==> src/rtl/apb_master_bridge_if.sv <==
// Command/response and APB bus bundle for apb_master_bridge.
// The bridge uses modport master; the command source plus APB slave side use modport slave.
interface apb_master_bridge_if #(
    parameter int ADDR_W = 5,
    parameter int DATA_W = 32
);
    logic              CMD_VALID;
    logic              CMD_READY;
    logic              CMD_WRITE;
    logic [ADDR_W-1:0] CMD_ADDR;
    logic [DATA_W-1:0] CMD_WDATA;
    logic              RSP_VALID;
    logic [DATA_W-1:0] RSP_RDATA;
    logic              RSP_ERR;
    logic              PSEL;
    logic              PENABLE;
    logic              PWRITE;
    logic [ADDR_W-1:0] PADDR;
    logic [DATA_W-1:0] PWDATA;
    logic [DATA_W-1:0] PRDATA;
    logic              PREADY;

    modport master (
        input  CMD_VALID, CMD_WRITE, CMD_ADDR, CMD_WDATA, PRDATA, PREADY,
        output CMD_READY, RSP_VALID, RSP_RDATA, RSP_ERR,
               PSEL, PENABLE, PWRITE, PADDR, PWDATA
    );

    modport slave (
        output CMD_VALID, CMD_WRITE, CMD_ADDR, CMD_WDATA, PRDATA, PREADY,
        input  CMD_READY, RSP_VALID, RSP_RDATA, RSP_ERR,
               PSEL, PENABLE, PWRITE, PADDR, PWDATA
    );
endinterface

==> src/rtl/apb_master_bridge.sv <==
// Single-command APB master: IDLE -> SETUP -> ACCESS, one RSP_VALID pulse per command.
// Optional ACCESS-phase timeout enabled by defining APB_MASTER_TIMEOUT_EN.
module apb_master_bridge #(
    parameter int ADDR_W      = 5,
    parameter int DATA_W      = 32,
    parameter int TIMEOUT_CYC = 16
) (
    input  logic                  SYSCLK,
    input  logic                  RST,
    apb_master_bridge_if.master   bus
);

    typedef enum logic [1:0] {
        IDLE   = 2'd0,
        SETUP  = 2'd1,
        ACCESS = 2'd2
    } state_t;

    state_t            state;
    logic              psel_q;
    logic              penable_q;
    logic              pwrite_q;
    logic [ADDR_W-1:0] paddr_q;
    logic [DATA_W-1:0] pwdata_q;
    logic              rsp_valid_q;
    logic [DATA_W-1:0] rsp_rdata_q;

`ifdef APB_MASTER_TIMEOUT_EN
    localparam logic [7:0] TMO_LAST = 8'(TIMEOUT_CYC - 1);

    logic [7:0] tmo_cnt;
    logic       rsp_err_q;

    assign bus.RSP_ERR = rsp_err_q;
`else
    // TIMEOUT_CYC only matters with the timeout feature; keep the range check visible.
    if (TIMEOUT_CYC < 2 || TIMEOUT_CYC > 255) begin : g_illegal_timeout_cyc
    end

    assign bus.RSP_ERR = 1'b0;
`endif

    assign bus.CMD_READY = (state == IDLE);
    assign bus.PSEL      = psel_q;
    assign bus.PENABLE   = penable_q;
    assign bus.PWRITE    = pwrite_q;
    assign bus.PADDR     = paddr_q;
    assign bus.PWDATA    = pwdata_q;
    assign bus.RSP_VALID = rsp_valid_q;
    assign bus.RSP_RDATA = rsp_rdata_q;

    always_ff @(posedge SYSCLK or posedge RST) begin
        if (RST) begin
            state       <= IDLE;
            psel_q      <= 1'b0;
            penable_q   <= 1'b0;
            pwrite_q    <= 1'b0;
            paddr_q     <= '0;
            pwdata_q    <= '0;
            rsp_valid_q <= 1'b0;
            rsp_rdata_q <= '0;
`ifdef APB_MASTER_TIMEOUT_EN
            tmo_cnt     <= '0;
            rsp_err_q   <= 1'b0;
`endif
        end else begin
            rsp_valid_q <= 1'b0;
            case (state)
                IDLE: begin
                    if (bus.CMD_VALID) begin
                        pwrite_q <= bus.CMD_WRITE;
                        paddr_q  <= bus.CMD_ADDR;
                        pwdata_q <= bus.CMD_WDATA;
                        psel_q   <= 1'b1;
                        state    <= SETUP;
`ifdef APB_MASTER_TIMEOUT_EN
                        tmo_cnt  <= '0;
`endif
                    end
                end
                SETUP: begin
                    penable_q <= 1'b1;
                    state     <= ACCESS;
                end
                ACCESS: begin
                    // PREADY wins over a coincident timeout expiry.
                    if (bus.PREADY) begin
                        psel_q      <= 1'b0;
                        penable_q   <= 1'b0;
                        rsp_valid_q <= 1'b1;
                        rsp_rdata_q <= pwrite_q ? '0 : bus.PRDATA;
`ifdef APB_MASTER_TIMEOUT_EN
                        rsp_err_q   <= 1'b0;
`endif
                        state       <= IDLE;
                    end
`ifdef APB_MASTER_TIMEOUT_EN
                    else if (tmo_cnt == TMO_LAST) begin
                        psel_q      <= 1'b0;
                        penable_q   <= 1'b0;
                        rsp_valid_q <= 1'b1;
                        rsp_rdata_q <= '0;
                        rsp_err_q   <= 1'b1;
                        state       <= IDLE;
                    end else begin
                        tmo_cnt <= tmo_cnt + 8'd1;
                    end
`endif
                end
                default: begin
                    psel_q    <= 1'b0;
                    penable_q <= 1'b0;
                    state     <= IDLE;
                end
            endcase
        end
    end

endmodule

==> src/flat_wrapper.sv <==
// flat-port wrapper written by rule: the top's interface ports become plain ports
module apb_master_bridge_flat 
#(
    parameter int ADDR_W      = 5,
    parameter int DATA_W      = 32,
    parameter int TIMEOUT_CYC = 16
)
  (SYSCLK, RST, bus_CMD_VALID, bus_CMD_WRITE, bus_CMD_ADDR, bus_CMD_WDATA, bus_PRDATA, bus_PREADY, bus_CMD_READY, bus_RSP_VALID, bus_RSP_RDATA, bus_RSP_ERR, bus_PSEL, bus_PENABLE, bus_PWRITE, bus_PADDR, bus_PWDATA);
  apb_master_bridge_if #(.ADDR_W(ADDR_W), .DATA_W(DATA_W)) bus_i ();
  input  logic SYSCLK;
  input  logic RST;
  input wire logic [$bits(bus_i.CMD_VALID)-1:0] bus_CMD_VALID;
  input wire logic [$bits(bus_i.CMD_WRITE)-1:0] bus_CMD_WRITE;
  input wire logic [$bits(bus_i.CMD_ADDR)-1:0] bus_CMD_ADDR;
  input wire logic [$bits(bus_i.CMD_WDATA)-1:0] bus_CMD_WDATA;
  input wire logic [$bits(bus_i.PRDATA)-1:0] bus_PRDATA;
  input wire logic [$bits(bus_i.PREADY)-1:0] bus_PREADY;
  output wire logic [$bits(bus_i.CMD_READY)-1:0] bus_CMD_READY;
  output wire logic [$bits(bus_i.RSP_VALID)-1:0] bus_RSP_VALID;
  output wire logic [$bits(bus_i.RSP_RDATA)-1:0] bus_RSP_RDATA;
  output wire logic [$bits(bus_i.RSP_ERR)-1:0] bus_RSP_ERR;
  output wire logic [$bits(bus_i.PSEL)-1:0] bus_PSEL;
  output wire logic [$bits(bus_i.PENABLE)-1:0] bus_PENABLE;
  output wire logic [$bits(bus_i.PWRITE)-1:0] bus_PWRITE;
  output wire logic [$bits(bus_i.PADDR)-1:0] bus_PADDR;
  output wire logic [$bits(bus_i.PWDATA)-1:0] bus_PWDATA;
  assign bus_i.CMD_VALID = bus_CMD_VALID;
  assign bus_i.CMD_WRITE = bus_CMD_WRITE;
  assign bus_i.CMD_ADDR = bus_CMD_ADDR;
  assign bus_i.CMD_WDATA = bus_CMD_WDATA;
  assign bus_i.PRDATA = bus_PRDATA;
  assign bus_i.PREADY = bus_PREADY;
  assign bus_CMD_READY = bus_i.CMD_READY;
  assign bus_RSP_VALID = bus_i.RSP_VALID;
  assign bus_RSP_RDATA = bus_i.RSP_RDATA;
  assign bus_RSP_ERR = bus_i.RSP_ERR;
  assign bus_PSEL = bus_i.PSEL;
  assign bus_PENABLE = bus_i.PENABLE;
  assign bus_PWRITE = bus_i.PWRITE;
  assign bus_PADDR = bus_i.PADDR;
  assign bus_PWDATA = bus_i.PWDATA;
  apb_master_bridge #(.ADDR_W(ADDR_W), .DATA_W(DATA_W), .TIMEOUT_CYC(TIMEOUT_CYC)) u_core (.SYSCLK(SYSCLK), .RST(RST), .bus(bus_i));
endmodule
==> config.mk <==
export PLATFORM = sky130hd
export DESIGN_NAME = apb_master_bridge_flat
export DESIGN_NICKNAME = d
export VERILOG_FILES = /design/src/rtl/apb_master_bridge_if.sv /design/src/rtl/apb_master_bridge.sv /design/src/flat_wrapper.sv
export SDC_FILE = /design/constraint.sdc
export NUM_CORES = 1
export LEC_CHECK = 0
export CORE_UTILIZATION = 40
export CTS_CLUSTER_DIAMETER = 40
export CTS_CLUSTER_SIZE = 24
export DETAILED_ROUTE_END_ITERATION = 8
export GPL_ROUTABILITY_DRIVEN = 0
export PLACE_DENSITY = 0.83
export SLEW_MARGIN = 20
export SYNTH_ARGS = -nofsm -noshare
export SYNTH_HDL_FRONTEND = slang
export SYNTH_SLANG_ARGS = --single-unit
==> constraint.sdc <==
create_clock -name SYSCLK -period 3.1 [get_ports SYSCLK]
set_input_delay 0.93 -clock SYSCLK [delete_from_list [all_inputs] [get_ports SYSCLK]]
set_output_delay 0.93 -clock SYSCLK [all_outputs]
set_load 0.02 [all_outputs]
* Word-level counts from Yosys, hierarchy flattened *
Cells that the tools add are included.

cells by class
  equality and inequality tests = 4
  mux-type cells = 10
  bitwise gates (word level) = 2
  reduce and logical (&&, ||, !) cells = 6

operators by type and width
  operator              count
  $mux W32              1
  $reduce_and A2 Y1     4
  $pmux W1 S3           2
  $pmux W2 S3           1
  $mux W1               4
  $mux W2               2
  $ne A2 B2 Y1 const B  2
  $reduce_and A3 Y1     1
  $eq A2 B1 Y1 const B  1
  $eq A2 B2 Y1 const B  1
  $logic_not A2 Y1      1
  $not A1 Y1            2

storage, ports and cells
  bits in registers = 75
  word-level logic and storage cells = 30

* Longest topological paths before layout *
Gate-level depths: netlist of the first run.

  depth in word-level cells = 3
  gate-level depth with buffers = 5
  mapped depth without buffers = 3

* Least setup slack after synthesis of the first run *
No wires, ideal clock.

  kind = in2reg
  start point = input port bus_CMD_VALID
  end point = register u_core.pwdata_q[13] (netlist: u_core.bus.PWDATA[13])
  arrival = 1.638 ns
  data required time = 2.975 ns
  slack = 1.337 ns
  stages = 4
  buffers on the path = 2
  cells stage by stage = and2_4 -> buf_6 -> buf_6 -> mux2_4

between the ends
  longest elaborated chain between the ends = 1

RTL lines
  element                      line                     text
  from (decl)                  flat_wrapper.sv:12       input wire logic [$bits(bus_i.CMD_VALID)-1:0] bus_CMD_VALID;
  $reduce_and A2 Y1 (no line)  -
  to (signal assigned)         apb_master_bridge.sv:73  pwdata_q <= bus.CMD_WDATA;
  to (decl)                    apb_master_bridge.sv:24  logic [DATA_W-1:0] pwdata_q;

Every way passes these cells.
A chain may end at the register's enable or synchronous reset.

* Worst setup path in the final report of the first run *
  start point = register u_core.state[0]
  end point = output port bus_CMD_READY

between the ends
  longest elaborated chain between the ends = 1

RTL lines
  element                 line                     text
  from (decl)             apb_master_bridge.sv:19  state_t state;
  from (signal assigned)  apb_master_bridge.sv:54  state <= IDLE;
  from (signal assigned)  apb_master_bridge.sv:75  state <= SETUP;
  from (signal assigned)  apb_master_bridge.sv:83  state <= ACCESS;
  $logic_not A2 Y1        apb_master_bridge.sv:43  assign bus.CMD_READY = (state == IDLE);
  to (decl)               flat_wrapper.sv:18       output wire logic [$bits(bus_i.CMD_READY)-1:0] bus_CMD_READY;

Every way passes these cells.

==> results.sh, run 1 <==
export IMPL_row_count=31
export IMPL_syn_num_nets=312
export IMPL_status="finished clean"
export IMPL_fillers=600
export IMPL_yosysSeqAreaShare_pct=62.87
export IMPL_dp_slack_ns=0.6236
export IMPL_via_per_inst=4.504
export IMPL_core_area_mm2=0.007214
export IMPL_end_kind="output pin"
export IMPL_syn_inst=238
export IMPL_critical_path_max_stage_delay_ns=0.62
export IMPL_required_ns=2.17
export IMPL_wl_per_cell_um=13.48
export IMPL_fin_ws_ns=0.6102
export IMPL_dr_total_vias=2198
export IMPL_holdCritPathClass="register to register"
export IMPL_synth_seq_cells=75
export IMPL_cts_max_path_buffers=2
export IMPL_hold_path_cell_count=2
export IMPL_tns_ns=0
export IMPL_rsz0062_at_grt="no"
export IMPL_synth_cell_area_mm2=0.002985
export IMPL_clkLatencyLatePin_ns=0.34
export IMPL_clock_sinks=75
export IMPL_holdBufCountCts=0
export IMPL_nets=458
export IMPL_cts_htree_levels=3
export IMPL_crit_path_end="bus_CMD_READY"
export IMPL_cts_resized=0
export IMPL_r2r_end="u_core.bus.PWDATA[31]$_DFFE_PP0P_"
export IMPL_critical_path_slowest_cell="clkdlybuf4s50_1"
export IMPL_grt_overflow_total=0
export IMPL_period_minus_slack_ns=2.490
export IMPL_wirelength_mm=6.579
export IMPL_cts_buffers=9
export IMPL_root_buffer="clkbuf_8"
export IMPL_die_area_mm2=0.007813
export IMPL_crit_fanout=7
export IMPL_p_leak_nw=2.005
export IMPL_grt_pass1_vias=2178
export IMPL_cts_setup_buffers=0
export IMPL_grt_pass1_wl_mm=10.18
export IMPL_synth_cell_types=21
export IMPL_syn_avg_cell_area_um2=12.54
export IMPL_crit_chain="nor2_2 > clkdlybuf4s50_1"
export IMPL_die_h_um=88.39
export IMPL_reg2reg_setup_slack_ns=1.45
export IMPL_powerDensity_mw_per_mm2=973.6
export IMPL_final_setup_skew_ns=0.008866
export IMPL_hold_slack_ns=0.4799
export IMPL_drt_first_iter_violations=68
export IMPL_period_share_pct=80.32
export IMPL_tightest_slew_ns=0.6431
export IMPL_cap_violations=0
export IMPL_path_class="register to output pin"
export IMPL_reg2reg_depth=3
export IMPL_io_buffers=147
export IMPL_final_util_pct=65.50
export IMPL_startpoint="u_core.state[0]$_DFFE_PP0P_"
export IMPL_die_w_um=88.39
export IMPL_grtUsageTotal_pct=17.66
export IMPL_finalSetupViolCount=0
export IMPL_slew_viol_final=0
export IMPL_ant_nets=0
export IMPL_ys_warn_count=0
export IMPL_r2r_start="u_core.state[0]$_DFFE_PP0P_"
export IMPL_peakVddDrop_mv=0.5351
export IMPL_path_clk_slew_ns=0.07
export IMPL_startpoint_type="register"
export IMPL_start_util_pct=41.38
export IMPL_dr_pass1_iters=4
export IMPL_drc=0
export IMPL_io_pins=149
export IMPL_area_growth_pct=58.30
export IMPL_relSlewSlack_pct=57.08
export IMPL_worstPathArrival_ns=1.56
export IMPL_drive_gt1_share_pct=15.42
export IMPL_dp_hpwl_mm=4.809
export IMPL_hold_viol_final=0
export IMPL_n_antenna_cell=0
export IMPL_cts_tree="done"
export IMPL_fmax_mhz=401.6
export IMPL_antenna_found_initial=0
export IMPL_grt_max_degree=66
export IMPL_design_power_total_mw=4.601
==> worst max-delay path: cells and delay by family (launching register included) <==
family	cells	cell delay (ns)
buffers and inverters	1	0.62
flip-flops	1	0.44
AND/OR/NAND/NOR	1	0.17
==> layout by cell type (no fill, tap or decap), types with 2 or more instances in the layout <==
| cell type | netlist | final |
|---|---|---|
| mux2_4 | 9 | 9 |
| buf_4 | 1 | 2 |
| inv_1 | 4 | 3 |
| mux2_2 | 29 | 29 |
| clkinvlp_4 | 0 | 2 |
| clkdlybuf4s50_1 | 0 | 147 |
| dfrtp_1 | 75 | 75 |
| nand2_1 | 32 | 32 |
| o21ai_0 | 33 | 33 |
| clkinv_2 | 0 | 4 |
| nand2b_1 | 32 | 32 |
| clkbuf_8 | 0 | 9 |
==> per-stage QoR <==
step,area (um^2),instances
6_report,4726,488
5_1_grt,4726,488
4_1_cts,4726,488
3_5_place_dp,4533,472
3_3_place_gp,4533,472
2_1_floorplan,2985,238
==> logic make-up (layout without fill, tap and decap cells) <==
group                  Yosys count  in the layout  share of synthesized area, %
flip-flops                      75             75                         62.87
AND/OR/NAND/NOR                 68             68                         11.65
multiplexers                    38             38                         15.47
AO/OA/AOI/OAI                   37             37                         6.580
buffers and inverters           19            170                         3.310
other                            1              1                        0.1256
==> cell type report <==
cell class                      count  area [um^2]  share of cell area [%]
Tap cell                           99        123.9                   2.621
Sequential cell                    75         1877                   39.71
Clock buffer                        9        123.9                   2.621
Multi-Input combinational cell    144         1010                   21.37
Clock inverter                      7        68.82                   1.456
Timing Repair Buffer              150         1506                   31.88
Inverter                            4        16.27                  0.3442
==> synth_stat cells <==
library cell | n | area (um^2)
dfrtp_1 | 75 | 1877
o21ai_0 | 33 | 165.2
nand2_1 | 32 | 120.1
nand2b_1 | 32 | 200.2
mux2_2 | 29 | 326.6
mux2_4 | 9 | 135.1
buf_2 | 7 | 35.03
clkbuf_1 | 4 | 15.01
inv_1 | 4 | 15.01
buf_6 | 2 | 22.52
a21o_1 | 1 | 7.510
a22oi_1 | 1 | 7.510
and2_4 | 1 | 8.760
buf_1 | 1 | 3.750
buf_4 | 1 | 7.510
conb_1 | 1 | 3.750
nand3b_1 | 1 | 7.510
nor2_2 | 1 | 6.260
nor3_1 | 1 | 5.000
o21a_1 | 1 | 7.510
o2bb2ai_1 | 1 | 8.760
==> report_power, final <==
group	total (mW)	switching [mW]	internal, mW	leakage, nW
combinational	2.26	1.05	1.21	0.987
sequential	1.63	0.230	1.40	0.923
clock	0.716	0.348	0.368	0.0950
==> sequential cells by signal (all words and copies together), names as in the netlist <==
register / count
u_core.state: 2
u_core.bus.PWDATA: 32
u_core.bus.PENABLE: 1
u_core.bus.PSEL: 1
u_core.bus.RSP_RDATA: 32
u_core.bus.RSP_VALID: 1
u_core.bus.PADDR: 5
u_core.bus.PWRITE: 1
==> layer usage <==
| metal | vias to the layer above | track usage, % | routed length (um) |
|---|---|---|---|
| li1 | 1081 | - | - |
| met1 | 1020 | 20.18 | 2747 |
| met5 | - | 0 | 0 |
| met4 | 0 | 8.798 | 110 |
| met3 | 10 | 4.198 | 471 |
| met2 | 87 | 30.98 | 3251 |
==> worst min path at each step <==
stage                                    startpoint                              endpoint  slack [ns]
3_3_place_gp   u_core.bus.RSP_RDATA[15]$_DFFE_PP0P_  u_core.bus.RSP_RDATA[15]$_DFFE_PP0P_        0.46
3_5_place_dp    u_core.bus.RSP_RDATA[0]$_DFFE_PP0P_   u_core.bus.RSP_RDATA[0]$_DFFE_PP0P_        0.47
2_1_floorplan           u_core.state[0]$_DFFE_PP0P_           u_core.bus.PSEL$_DFFE_PP0P_        0.52
5_1_grt              u_core.bus.PENABLE$_DFFE_PP0P_        u_core.bus.PENABLE$_DFFE_PP0P_        0.50
6_report        u_core.bus.RSP_RDATA[0]$_DFFE_PP0P_   u_core.bus.RSP_RDATA[0]$_DFFE_PP0P_        0.48
4_1_cts         u_core.bus.RSP_RDATA[1]$_DFFE_PP0P_   u_core.bus.RSP_RDATA[1]$_DFFE_PP0P_        0.49
Note: power is estimated with default switching activity, not from simulation.
==> run 2, diff against run 1 <==
clock period = 2.3 ns   (was 3.1 ns; I/O delays follow)
==> results.sh, run 2 (synthesis results as in run 1) <==
export IMPL_relSlewSlack_pct=64.52
export IMPL_p_switching_mw=2.200
export IMPL_area_growth_pct=58.97
export IMPL_r2r_start="u_core.state[0]$_DFFE_PP0P_"
export IMPL_dp_hpwl_mm=4.947
export IMPL_r2r_end="u_core.bus.PWDATA[25]$_DFFE_PP0P_"
export IMPL_fin_cells=490
export IMPL_nets=460
export IMPL_power_frac_comb_pct=49.8
export IMPL_row_count=31
export IMPL_io_buffers=147
export IMPL_status="finished clean"
export IMPL_peakVddDrop_mv=0.7392
export IMPL_holdBufCountCts=0
export IMPL_rsz0062_at_grt="no"
export IMPL_final_cell_mix="clkdlybuf4s50_1 (146), dfrtp_1 (75), o21ai_0 (33), nand2b_1 (32), nand2_1 (32)"
export IMPL_path_class="register to output pin"
export IMPL_crit_chain="clkdlybuf4s50_1"
export IMPL_tightest_slew_ns=0.5322
export IMPL_n_antenna_cell=0
export IMPL_startpoint="u_core.bus.PSEL$_DFFE_PP0P_"
export IMPL_path_clk_slew_ns=0.07
export IMPL_drt_first_iter_violations=42
export IMPL_critical_path_max_stage_delay_ns=0.64
export IMPL_power_share_clock_pct=14.7
export IMPL_start_util_pct=41.38
export IMPL_cts_max_path_buffers=2
export IMPL_critPathTopFamily="buffers and inverters"
export IMPL_reg2reg_depth=4
export IMPL_intPower_mw=3.987
export IMPL_swShare_pct=35.56
export IMPL_layout_commonest_cell="clkdlybuf4s50_1"
export IMPL_holdCritPathClass="register to register"
export IMPL_via_per_inst=4.496
export IMPL_reg2reg_setup_slack_ns=0.81
export IMPL_fillers=569
export IMPL_core_area_mm2=0.007214
export IMPL_antenna_found_initial=0
export IMPL_crit_buf_inv=1
export IMPL_dr_pass1_iters=4
export IMPL_hold_start="u_core.bus.RSP_RDATA[3]$_DFFE_PP0P_"
export IMPL_hold_path_cell_count=2
export IMPL_grt_overflow_total=0
export IMPL_clkLatencyLatePin_ns=0.33
export IMPL_wl_per_cell_um=13.97
export IMPL_critical_path_slowest_cell="clkdlybuf4s50_1"
export IMPL_period_minus_slack_ns=2.037
export IMPL_wirelength_mm=6.843
export IMPL_io_pins=149
export IMPL_pwr_share_seq_pct=35.6
export IMPL_worstPathArrival_ns=1.35
export IMPL_cts_buffers=9
export IMPL_drc=0
export IMPL_grt_max_degree=66
export IMPL_clock_sinks=75
export IMPL_final_setup_skew_ns=0.008092
export IMPL_finalSetupViolCount=0
export IMPL_cts_tree="done"
export IMPL_crit_fanout=3
export IMPL_slew_viol_final=0
export IMPL_die_w_um=88.39
export IMPL_startpoint_type="register"
export IMPL_grtUsageTotal_pct=17.79
export IMPL_grt_pass1_vias=2226
export IMPL_grt_pass1_wl_mm=10.59
export IMPL_dr_total_vias=2203
export IMPL_ant_nets=0
export IMPL_period_share_pct=88.57
export IMPL_cts_resized=0
export IMPL_hold_end="u_core.bus.RSP_RDATA[3]$_DFFE_PP0P_"
export IMPL_root_buffer="clkbuf_8"
export IMPL_end_kind="output pin"
export IMPL_cts_setup_buffers=0
export IMPL_die_area_mm2=0.007813
export IMPL_hold_viol_final=0
export IMPL_drive_gt1_share_pct=15.60
export IMPL_die_h_um=88.39
export IMPL_p_leak_nw=2.018
export IMPL_place_inst=474
export IMPL_required_ns=1.61
export IMPL_powerDensity_mw_per_mm2=1304
export IMPL_fmax_mhz=490.9
export IMPL_cap_violations=0
export IMPL_cts_htree_levels=3
export IMPL_tns_ns=0
==> run 2: cell types whose count changed in the layout (fill, tap and decap cells not counted), sizes merged <==
| cell | change |
|---|---|
| clkbuf | +3 |
| clkinv | -3 |
| buf | +2 |
| bufinv | -1 |
| clkdlybuf4s50 | -1 |
| clkinvlp | +1 |
| dlymetal6s2s | +1 |
==> run 2: area by class of cell <==
type / count / area, um^2 / share of cell area [%]
flip-flops and latches: 75 / 1877 / 39.55
repair buffers: 152 / 1536 / 32.38
multi-input cells: 144 / 1010 / 21.28
clock buffers: 12 / 155.1 / 3.269
well taps: 99 / 123.9 / 2.610
clock inverters: 4 / 25.02 / 0.5273
inverters: 4 / 18.77 / 0.3955
==> run 2: per-layer routing <==
layer	part of all wire, %	track usage, %	vias to the layer above
met1	41	22.81	1032
met5	0	0	-
met2	51	29.51	84
met4	1.1	6.891	0
met3	6.5	3.918	7
li1	-	-	1080
==> run 2: power groups by stage <==
| stage | logic (mW) | clock network (mW) | registers (mW) |
|---|---|---|---|
| 4_1_cts | 3.13 | 0.936 | 2.21 |
| 6_report | 3.08 | 0.907 | 2.20 |
| 3_5_place_dp | 3.13 | 0 | 2.22 |
| 3_3_place_gp | 3.04 | 0 | 2.21 |
| 5_1_grt | 3.28 | 0.991 | 2.28 |
| 2_1_floorplan | 0.955 | 0 | 2.89 |
==> run 2: per-stage QoR <==
step           util (%)  worst slack (ns)  hold WS (ns)  total power, mW  area, um^2
2_1_floorplan         -            0.7266        0.5193            3.843        2989
3_3_place_gp      63.25            0.2681        0.4632            5.249        4563
3_5_place_dp      63.25            0.2406        0.4688            5.346        4563
4_1_cts           65.75           0.04026        0.4859            6.270        4743
5_1_grt           65.78            0.1982        0.5051            6.555        4746
6_report          65.78            0.2629        0.4808            6.187        4746
==> run 2: worst max path at each step <==
stage	endpoint	slack (ns)	cells after the start
4_1_cts	bus_CMD_READY	0.04	2
2_1_floorplan	u_core.bus.PWDATA[13]$_DFFE_PP0P_	0.73	5
6_report	bus_PSEL	0.26	1
5_1_grt	bus_PSEL	0.20	1
3_3_place_gp	u_core.bus.PWDATA[0]$_DFFE_PP0P_	0.27	4
3_5_place_dp	u_core.bus.PWDATA[25]$_DFFE_PP0P_	0.24	4
